File: src/rtl/menu_pixel_gen_pkg.sv
// menu_pixel_gen_pkg: colours, screen-memory codes and line geometry shared by the pixel generators
package menu_pixel_gen_pkg;
  typedef enum logic {BTN_IDLE, BTN_ARMED} btn_state_t;
  localparam logic [11:0] WHITE = 12'hFFF;
  localparam logic [11:0] BLACK = 12'h000;
  localparam logic [11:0] TOUCH = 12'h32E;
  localparam logic [11:0] CLICK = 12'h3E2;
  localparam int CODE_WHITE = 0;
  localparam int CODE_BLACK = 1;
  localparam int CODE_BTN = 2;
  localparam int LINE_STRIDE = 640;
  function automatic logic in_rect(input logic [39:0] rect, input logic [9:0] x, input logic [9:0] y);
    return x >= rect[39:30] && x <= rect[19:10] && y >= rect[29:20] && y <= rect[9:0];
  endfunction
endpackage

File: src/rtl/menu_pixel_gen_btn_fsm.sv
// menu_btn_fsm: arms on a press inside the button, pulses click on a release still inside
module menu_btn_fsm
  import menu_pixel_gen_pkg::*;
(
  input  logic clk,
  input  logic rst,
  input  logic i_hit,
  input  logic i_rise,
  input  logic i_fall,
  output logic o_armed,
  output logic o_click
);
  btn_state_t r_state, w_next;
  logic r_click, w_click;
  always_ff @(posedge clk)
    if (rst) begin
      r_state <= BTN_IDLE;
      r_click <= 1'b0;
    end else begin
      r_state <= w_next;
      r_click <= w_click;
    end
  always_comb
    w_next = (r_state == BTN_IDLE) ? ((i_rise && i_hit) ? BTN_ARMED : BTN_IDLE)
                                   : (i_fall ? BTN_IDLE : BTN_ARMED);
  always_comb begin
    o_armed = r_state == BTN_ARMED;
    w_click = o_armed && i_fall && i_hit;
  end
  assign o_click = r_click;
endmodule

File: src/rtl/menu_pixel_gen.sv
// menu_pixel_gen: maps screen-memory codes to RGB444 with mouse hover/click feedback on menu buttons
module menu_pixel_gen
  import menu_pixel_gen_pkg::*;
#(
  parameter int N_BTN = 4,
  parameter int CODE_W = 3,
  parameter int MEM_LAT = 1,
  parameter logic [40*N_BTN-1:0] BTN_RECT = {
    10'd500, 10'd400, 10'd599, 10'd449,
    10'd150, 10'd130, 10'd249, 10'd179,
    10'd300, 10'd100, 10'd399, 10'd149,
    10'd100, 10'd100, 10'd199, 10'd149}
)(
  input  logic              clk,
  input  logic              rst,
  input  logic [9:0]        h_cnt,
  input  logic [9:0]        v_cnt,
  input  logic              valid,
  input  logic [9:0]        mouse_x,
  input  logic [9:0]        mouse_y,
  input  logic              mouse_left,
  output logic [18:0]       mem_addr,
  input  logic [CODE_W-1:0] mem_code,
  output logic [11:0]       pixel_out,
  output logic              pixel_valid,
  output logic [N_BTN-1:0]  btn_hover,
  output logic [N_BTN-1:0]  btn_click
);
  logic r_ml, r_blk, r_pv;
  logic [18:0] r_addr;
  logic [MEM_LAT:0] r_vld;
  logic [11:0] r_pix, w_btn_color, w_color;
  logic [N_BTN-1:0] r_hover, r_arm_l, w_hit, w_armed, w_click;
  logic w_rise, w_fall, w_frame;
  // r_blk keeps a press held across reset from ever arming a button
  assign w_rise = mouse_left && !r_ml && !r_blk;
  assign w_fall = !mouse_left && r_ml;
  assign w_frame = h_cnt == 10'd0 && v_cnt == 10'd0;
  always_ff @(posedge clk)
    if (rst) begin
      r_ml <= 1'b0;
      r_blk <= 1'b1;
      r_addr <= '0;
      r_vld <= '0;
      r_pv <= 1'b0;
      r_pix <= BLACK;
      r_hover <= '0;
      r_arm_l <= '0;
    end else begin
      r_ml <= mouse_left;
      r_blk <= r_blk && mouse_left;
      r_addr <= 19'(h_cnt) + 19'(v_cnt) * 19'(LINE_STRIDE);
      r_vld <= {r_vld[MEM_LAT-1:0], valid};
      r_pv <= r_vld[MEM_LAT];
      r_pix <= r_vld[MEM_LAT] ? w_color : BLACK;
      r_hover <= w_frame ? w_hit : r_hover;
      r_arm_l <= w_frame ? w_armed : r_arm_l;
    end
  for (genvar g = 0; g < N_BTN; g++) begin : g_btn
    assign w_hit[g] = in_rect(BTN_RECT[40*g +: 40], mouse_x, mouse_y);
    menu_btn_fsm u_fsm (
      .clk     (clk),
      .rst     (rst),
      .i_hit   (w_hit[g]),
      .i_rise  (w_rise),
      .i_fall  (w_fall),
      .o_armed (w_armed[g]),
      .o_click (w_click[g])
    );
  end
  // colouring only sees frame-latched hover/armed so a frame never changes mid-scan
  always_comb begin
    w_btn_color = BLACK;
    for (int k = 0; k < N_BTN; k++)
      if (mem_code == CODE_W'(CODE_BTN + k))
        w_btn_color = r_hover[k] ? (r_arm_l[k] ? CLICK : TOUCH) : BLACK;
    w_color = (mem_code == CODE_W'(CODE_WHITE)) ? WHITE :
              (mem_code == CODE_W'(CODE_BLACK)) ? BLACK : w_btn_color;
  end
  assign mem_addr = r_addr;
  assign pixel_out = r_pix;
  assign pixel_valid = r_pv;
  assign btn_hover = r_hover;
  assign btn_click = w_click;
endmodule

File: config.mk
export PLATFORM = sky130hd
export DESIGN_NAME = menu_pixel_gen
export DESIGN_NICKNAME = d
export VERILOG_FILES = /design/src/rtl/menu_pixel_gen_pkg.sv /design/src/rtl/menu_pixel_gen_btn_fsm.sv /design/src/rtl/menu_pixel_gen.sv
export SDC_FILE = /design/constraint.sdc
export NUM_CORES = 1
export LEC_CHECK = 0
export CAP_MARGIN = 30
export CORE_UTILIZATION = 30
export DETAILED_ROUTE_END_ITERATION = 8
export GPL_TIMING_DRIVEN = 0
export SYNTH_ARGS = -nofsm -noshare
export SYNTH_HDL_FRONTEND = slang
export SYNTH_HIERARCHICAL = 1
export SYNTH_SLANG_ARGS = --single-unit
File: constraint.sdc
create_clock -name clk -period 5 [get_ports clk]
set_clock_uncertainty 0.2 [all_clocks]
set_input_delay 1.5 -clock clk [delete_from_list [all_inputs] [get_ports clk]]
set_output_delay 1.5 -clock clk [all_outputs]
set_load 0.02 [all_outputs]
==> qor.yml, run 1 <==
synthesis:
  synth.area.top_cells: "dfxtp_1 34%, ha_1 9.3%, nor2_1 4.3%"
  synthArstFlopShare_pct: 0
  synth_compound_area_share_pct: 19.74
  synth_most_common_cell: "dfxtp_1"
  yosysWarnings: 6
  synth_top_family_by_area: "simple AND/OR/NAND/NOR gates"
  synth-edff-count: 0
  synth_top_area_cell: "dfxtp_1"
  syn_nets: 352
  synthFlopType: "dfxtp_1"
  yosys-top-cells-count: "44 x dfxtp_1, 29 x nor2_1, 19 x ha_1, 18 x a21oi_1, 16 x nor2b_1"
  synth_cell_types: 56
  synth-xor-area-share_pct: 3.379
  synth_fa_ha_area_share_pct: 10.87
  syn_avg_cell_area_um2: 8.996
  yosysSeqAreaShare_pct: 34.48
  syn_area_um2: 2555
  yosys_register_bits: 44
  yosys.area_share.simple_pct: 23.21
  synthMuxAreaShare_pct: 3.771
  synth_top_area_share_pct: 34.48
  synthCells: 284
sta:
  finalHoldViolCount: 0
  rsz0062_at_grt: "false"
  slew_headroom_pct: 36.74
  clock.fmax_ghz: 0.2140
  post-route-period-util_pct: 93.45
  slew_viol_final: 0
  finalSetupViolations: 0
  worstMarginPinSlew_ns: 0.9249
  fin_crit_ns: 4.673
  whs_ns: 0.2393
  setup_tns_ns: 0
run:
  drv_cap: 0
worst_setup_path:
  endpoint: "mem_addr[18]"
  ff2ff_setup_slack_ns: 3.64
  r2r-start: "r_blk"
  r2r-end: "g_btn[1].u_fsm/o_armed"
  cp_max_fo: 4
  r2r_cells: 3
  required_ns: 4.98
  critPathLaunchType: "input port"
  crit_path_start: "v_cnt[1]"
  endpoint_kind: "flop"
  crit_type: "input port to flop"
  cp.arrival_ns: 4.66
power_and_ir_drop:
  vdd_drop_max_uv: 109.7
  power_mw: 0.9104
  p_leak_nw: 1.417
  power_density_nw_per_um2: 249.8
routing:
  vias: 2384
  dr.pass1.iters: 4
  viasPerCell: 4.946
  wl_um: 6279
  post_drt_wl_per_cell_um: 13.03
  drc: 0
  drtIter0Drc: 32
  ant_nets: 0
global_routing:
  grt_pass1_wl_um: 10140
  antenna_found_initial: 0
  grt_pass1_vias: 2265
  grt_max_degree: 15
  globalRouteOverflowTotal: 0
  grt_use_total_pct: 14.43
final_layout:
  nNetsFinal: 444
  layout-drive-gt1-share_pct: 6.101
  n_antenna_cell: 0
  n_fill_cell: 828
  syn_to_final_growth_pct: 42.65
  fin_util_pct: 44.36
clock_network:
  clk_latency_ns: 0.29
  post_cts_buffers: 0
  cts_hold_buf: 0
  cts_sinks: 44
  cts_buffer_depth: 2
  h-tree-depth: 2
  tritoncts: "yes"
  clk_pin_slew_ns: 0.08
  cts_root_buffer: "clkbuf_8"
  cts-buffers-inserted: 5
  cts.repair.resized: 0
floorplan:
  io_pins: 87
  start_util_pct: 31.09
  die_h_um: 94.29
  row_count: 33
  design.die.area_um2: 8890
  die_w_um: 94.29
  core_area_um2: 8217
place:
  hpwlAfterDp_um: 5143
  numPortBuffers: 85
  routabilityCongestion: 0.8434
outcome:
  status: "finished clean"
worst_hold_path:
  min_path_type: "flop to flop"
final cells by class:
class	instances	area [um2]	area share, %
tap	105	131.4	3.605
multi-input combinational	217	1558	42.74
clock inverter	2	35.03	0.9612
clock buffer	6	72.57	1.991
inverter	11	41.29	1.133
sequential	44	880.8	24.17
buffer	12	75.07	2.060
timing repair buffer	85	850.8	23.34
power by group:
part	switching [mW]	internal, mW	total, mW	leakage (nW)
Combinational	0.140	0.130	0.270	1.00
Sequential	0.00558	0.371	0.376	0.361
Clock	0.116	0.148	0.264	0.0552
Total	0.261	0.649	0.910	1.42
cell usage in the layout (no fill, tap or decap), types with 2 or more instances in the layout:
cell type / n
clkdlybuf4s50_1: 85
dfxtp_1: 44
nor2_1: 29
ha_1: 19
a21oi_1: 18
nor2b_1: 16
nand2_1: 14
inv_1: 11
a21o_1: 10
o21ai_0: 9
buf_4: 8
nor4_1: 7
mux2i_1: 7
and4b_1: 6
nand3_1: 6
nor3_1: 5
nand3b_1: 5
a211oi_1: 5
clkbuf_1: 5
nand2b_1: 5
xor2_1: 5
clkbuf_8: 5
nand4_1: 3
and3_1: 3
xnor2_1: 3
o22ai_1: 3
a2111oi_0: 2
o311ai_0: 2
o211ai_1: 2
nor3b_1: 2
o21ai_1: 2
a31oi_1: 2
fa_1: 2
cells by family (layout without fill, tap and decap cells):
family          count (synthesis)  after routing
compound gates                 70             70
buf+inv                        23            116
fa+ha+maj                      21             21
flops                          44             44
mux                             9              9
simple gates                  108            108
xor+xnor                        9              9
metal layers:
metal	routed length, um	global-route usage (%)	vias to the layer above	part of all wire (%)
li1	-	-	1224	-
met5	0	0	-	0
met4	63	3.590	0	1.0
met3	315	2.913	7	5.0
met2	3069	26.39	58	49
met1	2830	16.96	1095	45
metrics by stage:
step                      std cells  instance area [um2]  worst slack (ns)
final                           482                 3645            0.3274
after CTS                       482                 3645            0.3467
after floorplan                 284                 2555            0.7532
after global placement          474                 3537           0.05277
after detailed placement        474                 3537           0.02521
after global routing            482                 3645            0.2130
worst min path at each step:
stage                     cells after the start      from       end
after CTS                                     1  r_vld[0]  r_vld[1]
after global placement                        1  r_vld[0]  r_vld[1]
final                                         1  r_vld[0]  r_vld[1]
after detailed placement                      1  r_vld[0]  r_vld[1]
after floorplan                               1  r_vld[0]  r_vld[1]
after global routing                          1  r_vld[0]  r_vld[1]
worst max-delay path, cell delays in order:
cell and delay [ns]:
clkdlybuf4s50_1 0.51, ha_1 0.34, ha_1 0.22, fa_1 0.44
and3_1 0.23, nor2_1 0.16, xnor2_2 0.18, o2111ai_2 0.18
or4b_1 0.58, mux2_4 0.31
registers in the layout, indices dropped and copies added (netlist names):
| register | flops |
|---|---|
| r_vld | 2 |
| pixel_valid | 1 |
| r_ml | 1 |
| r_arm_l | 4 |
| pixel_out | 4 |
| btn_hover | 4 |
| r_blk | 1 |
| g_btn.u_fsm/o_click | 4 |
| mem_addr | 19 |
| g_btn.u_fsm/o_armed | 4 |
Power figures use the tool's default switching activity.
==> run 2, diff against run 1 <==
--- a/config.mk
+++ b/config.mk
@@ -8,7 +8,6 @@
 export CAP_MARGIN = 30
 export CORE_UTILIZATION = 30
 export DETAILED_ROUTE_END_ITERATION = 8
-export GPL_TIMING_DRIVEN = 0
 export SYNTH_ARGS = -nofsm -noshare
 export SYNTH_HDL_FRONTEND = slang
 export SYNTH_HIERARCHICAL = 1
==> qor.yml, run 2 (synthesized netlist as in run 1, its figures left out) <==
final_layout:
  final_common_cell: "clkdlybuf4s50_1"
  layout_common_cells: "85 x clkdlybuf4s50_1, 44 x dfxtp_1, 29 x nor2_1"
  fin_util_pct: 43.83  # -0.53 points
  syn_to_final_growth_pct: 40.94
  final_cells: 476  # -1.2%
  largest_reg_flops: 19  # unchanged
  n_antenna_cell: 0  # unchanged
  layout-drive-gt1-share_pct: 5.660  # -0.44 points
  nNetsFinal: 438  # -1.4%
  n_fill_cell: 837  # +1.1%
  multiInputGateArea_um2: 1558  # unchanged
  ff_latch_area_um2: 880.8  # unchanged
place:
  pre_cts_ws_ns: 0.1513  # +0.1261 ns
  hpwlAfterDp_um: 4889  # -4.9%
  placed_cells: 468  # -1.3%
  numPortBuffers: 85  # unchanged
  routabilityCongestion: 0.8510  # +0.90%
sta:
  setup_slack_ns: 0.4750  # +0.1476 ns
  clock.fmax_ghz: 0.2210  # +3.3%
  worstMarginPinSlew_ns: 0.7872  # -0.1377 ns
  slew_headroom_pct: 47.32  # +11 points
  setup_tns_ns: 0  # unchanged
  post-route-period-util_pct: 90.50  # -3.0 points
  finalHoldViolCount: 0  # unchanged
  rsz0062_at_grt: "false"
  fin_crit_ns: 4.525  # -0.1476 ns
  finalSetupViolations: 0  # unchanged
  slew_viol_final: 0  # unchanged
worst_setup_path:
  crit_chain: "clkdlybuf4s50_1, ha_1, ha_1, fa_1, and3_1, nor2_1, xnor2_2, o2111ai_2, or4b_1, mux2_4"
  r2r-start: "btn_hover[0]"
  r2r_cells: 5  # +2
  crit_path_start: "v_cnt[3]"
  endpoint_kind: "flop"
  ff2ff_setup_slack_ns: 3.66  # +0.02 ns
  r2r-end: "pixel_out[3]"
  cp.arrival_ns: 4.51  # -0.15 ns
  cp_top_family: "simple AND/OR/NAND/NOR gates"
  endpoint: "mem_addr[18]"
  critPathSlowestCell: "or4b_1"
  cpMostUsedCell: "ha_1"
  cp_max_fo: 3  # -1
  required_ns: 4.99  # about the same
  crit_type: "input port to flop"
  critPathLaunchType: "input port"
  slowest_delay_ns: 0.58  # about the same
  cp_num_buf_inv: 1  # unchanged
  cp.depth: 10  # unchanged
global_routing:
  grt_pass1_wl_um: 10280  # +1.4%
  antenna_found_initial: 0  # unchanged
  grt_use_total_pct: 14.72  # +0.28 points
  globalRouteOverflowTotal: 0  # unchanged
  grt_max_degree: 23  # +8
  grt_pass1_vias: 2239  # -1.1%
floorplan:
  design.die.area_um2: 8890  # unchanged
  die_w_um: 94.29  # unchanged
  start_util_pct: 31.09  # unchanged
  core_area_um2: 8217  # unchanged
  die_h_um: 94.29  # unchanged
  row_count: 33  # unchanged
  io_pins: 87  # unchanged
clock_network:
  cts_buffer_depth: 2  # unchanged
  post_cts_buffers: 0  # unchanged
  cts.repair.resized: 0  # unchanged
  cts_root_buffer: "clkbuf_8"
  h-tree-depth: 2  # unchanged
  clk_latency_ns: 0.29  # about the same
  clk_pin_slew_ns: 0.08  # about the same
  tritoncts: "yes"
  cts_hold_buf: 0  # unchanged
  cts-buffers-inserted: 5  # unchanged
  cts_sinks: 44  # unchanged
run:
  drv_cap: 0  # unchanged
routing:
  vias: 2415  # +1.3%
  viasPerCell: 5.074  # +2.6%
  post_drt_wl_per_cell_um: 12.81  # -1.7%
  dr.pass1.iters: 4  # unchanged
  ant_nets: 0  # unchanged
  drtIter0Drc: 54  # +69%
  wl_um: 6097  # -2.9%
  drc: 0  # unchanged
power_and_ir_drop:
  p_leak_nw: 1.387  # -2.1%
  power_mw: 0.8805  # -3.3%
  power_density_nw_per_um2: 244.5  # -2.1%
  vdd_drop_max_uv: 96.32  # -12%
outcome:
  status: "finished clean"
worst_hold_path:
  min_path_type: "flop to flop"
## run 2: power breakdown
part	internal [mW]	total [mW]	switching [mW]
Sequential	0.371	0.376	0.00572
Combinational	0.136	0.276	0.140
Clock	0.112	0.228	0.116
Total	0.619	0.881	0.261
## run 2: final cells by class
type | instances | share of cell area, %
inverter | 11 | 1.147
multi-input combinational | 217 | 43.26
clock inverter | 1 | 0.2085
tap | 105 | 3.648
clock buffer | 7 | 2.398
sequential | 44 | 24.46
timing repair buffer | 91 | 24.88
## run 2: worst min-delay path by stage
stage	startpoint	endpoint	slack [ns]	depth (start not counted)
after floorplan	r_vld[0]	r_vld[1]	0.21	1
after global placement	r_vld[0]	r_vld[1]	0.22	1
after CTS	r_vld[0]	r_vld[1]	0.25	1
final	r_vld[0]	r_vld[1]	0.24	1
after detailed placement	r_vld[0]	r_vld[1]	0.23	1
after global routing	r_vld[0]	r_vld[1]	0.28	1
## run 2: metrics by stage
step                hold WS [ns]  area, um2
floorplan                 0.2138       2555
global placement          0.2173       3507
detailed placement        0.2266       3507
CTS                       0.2459       3601
global route              0.2753       3601
finish                    0.2406       3601
## run 2: per-layer routing
metal	vias up	routed length, um	GRT usage [%]
li1	1208	-	-
met1	1128	2708	17.72
met2	70	2890	25.12
met3	9	393	3.236
met4	0	105	5.897
met5	-	0	0
==> run 3, diff against run 2 <==
--- a/config.mk
+++ b/config.mk
@@ -8,6 +8,7 @@
 export CAP_MARGIN = 30
 export CORE_UTILIZATION = 30
 export DETAILED_ROUTE_END_ITERATION = 8
+export SLEW_MARGIN = 30
 export SYNTH_ARGS = -nofsm -noshare
 export SYNTH_HDL_FRONTEND = slang
 export SYNTH_HIERARCHICAL = 1
==> results of run 3 <==
Final layout, timing and power as in run 2 (identical DEF).
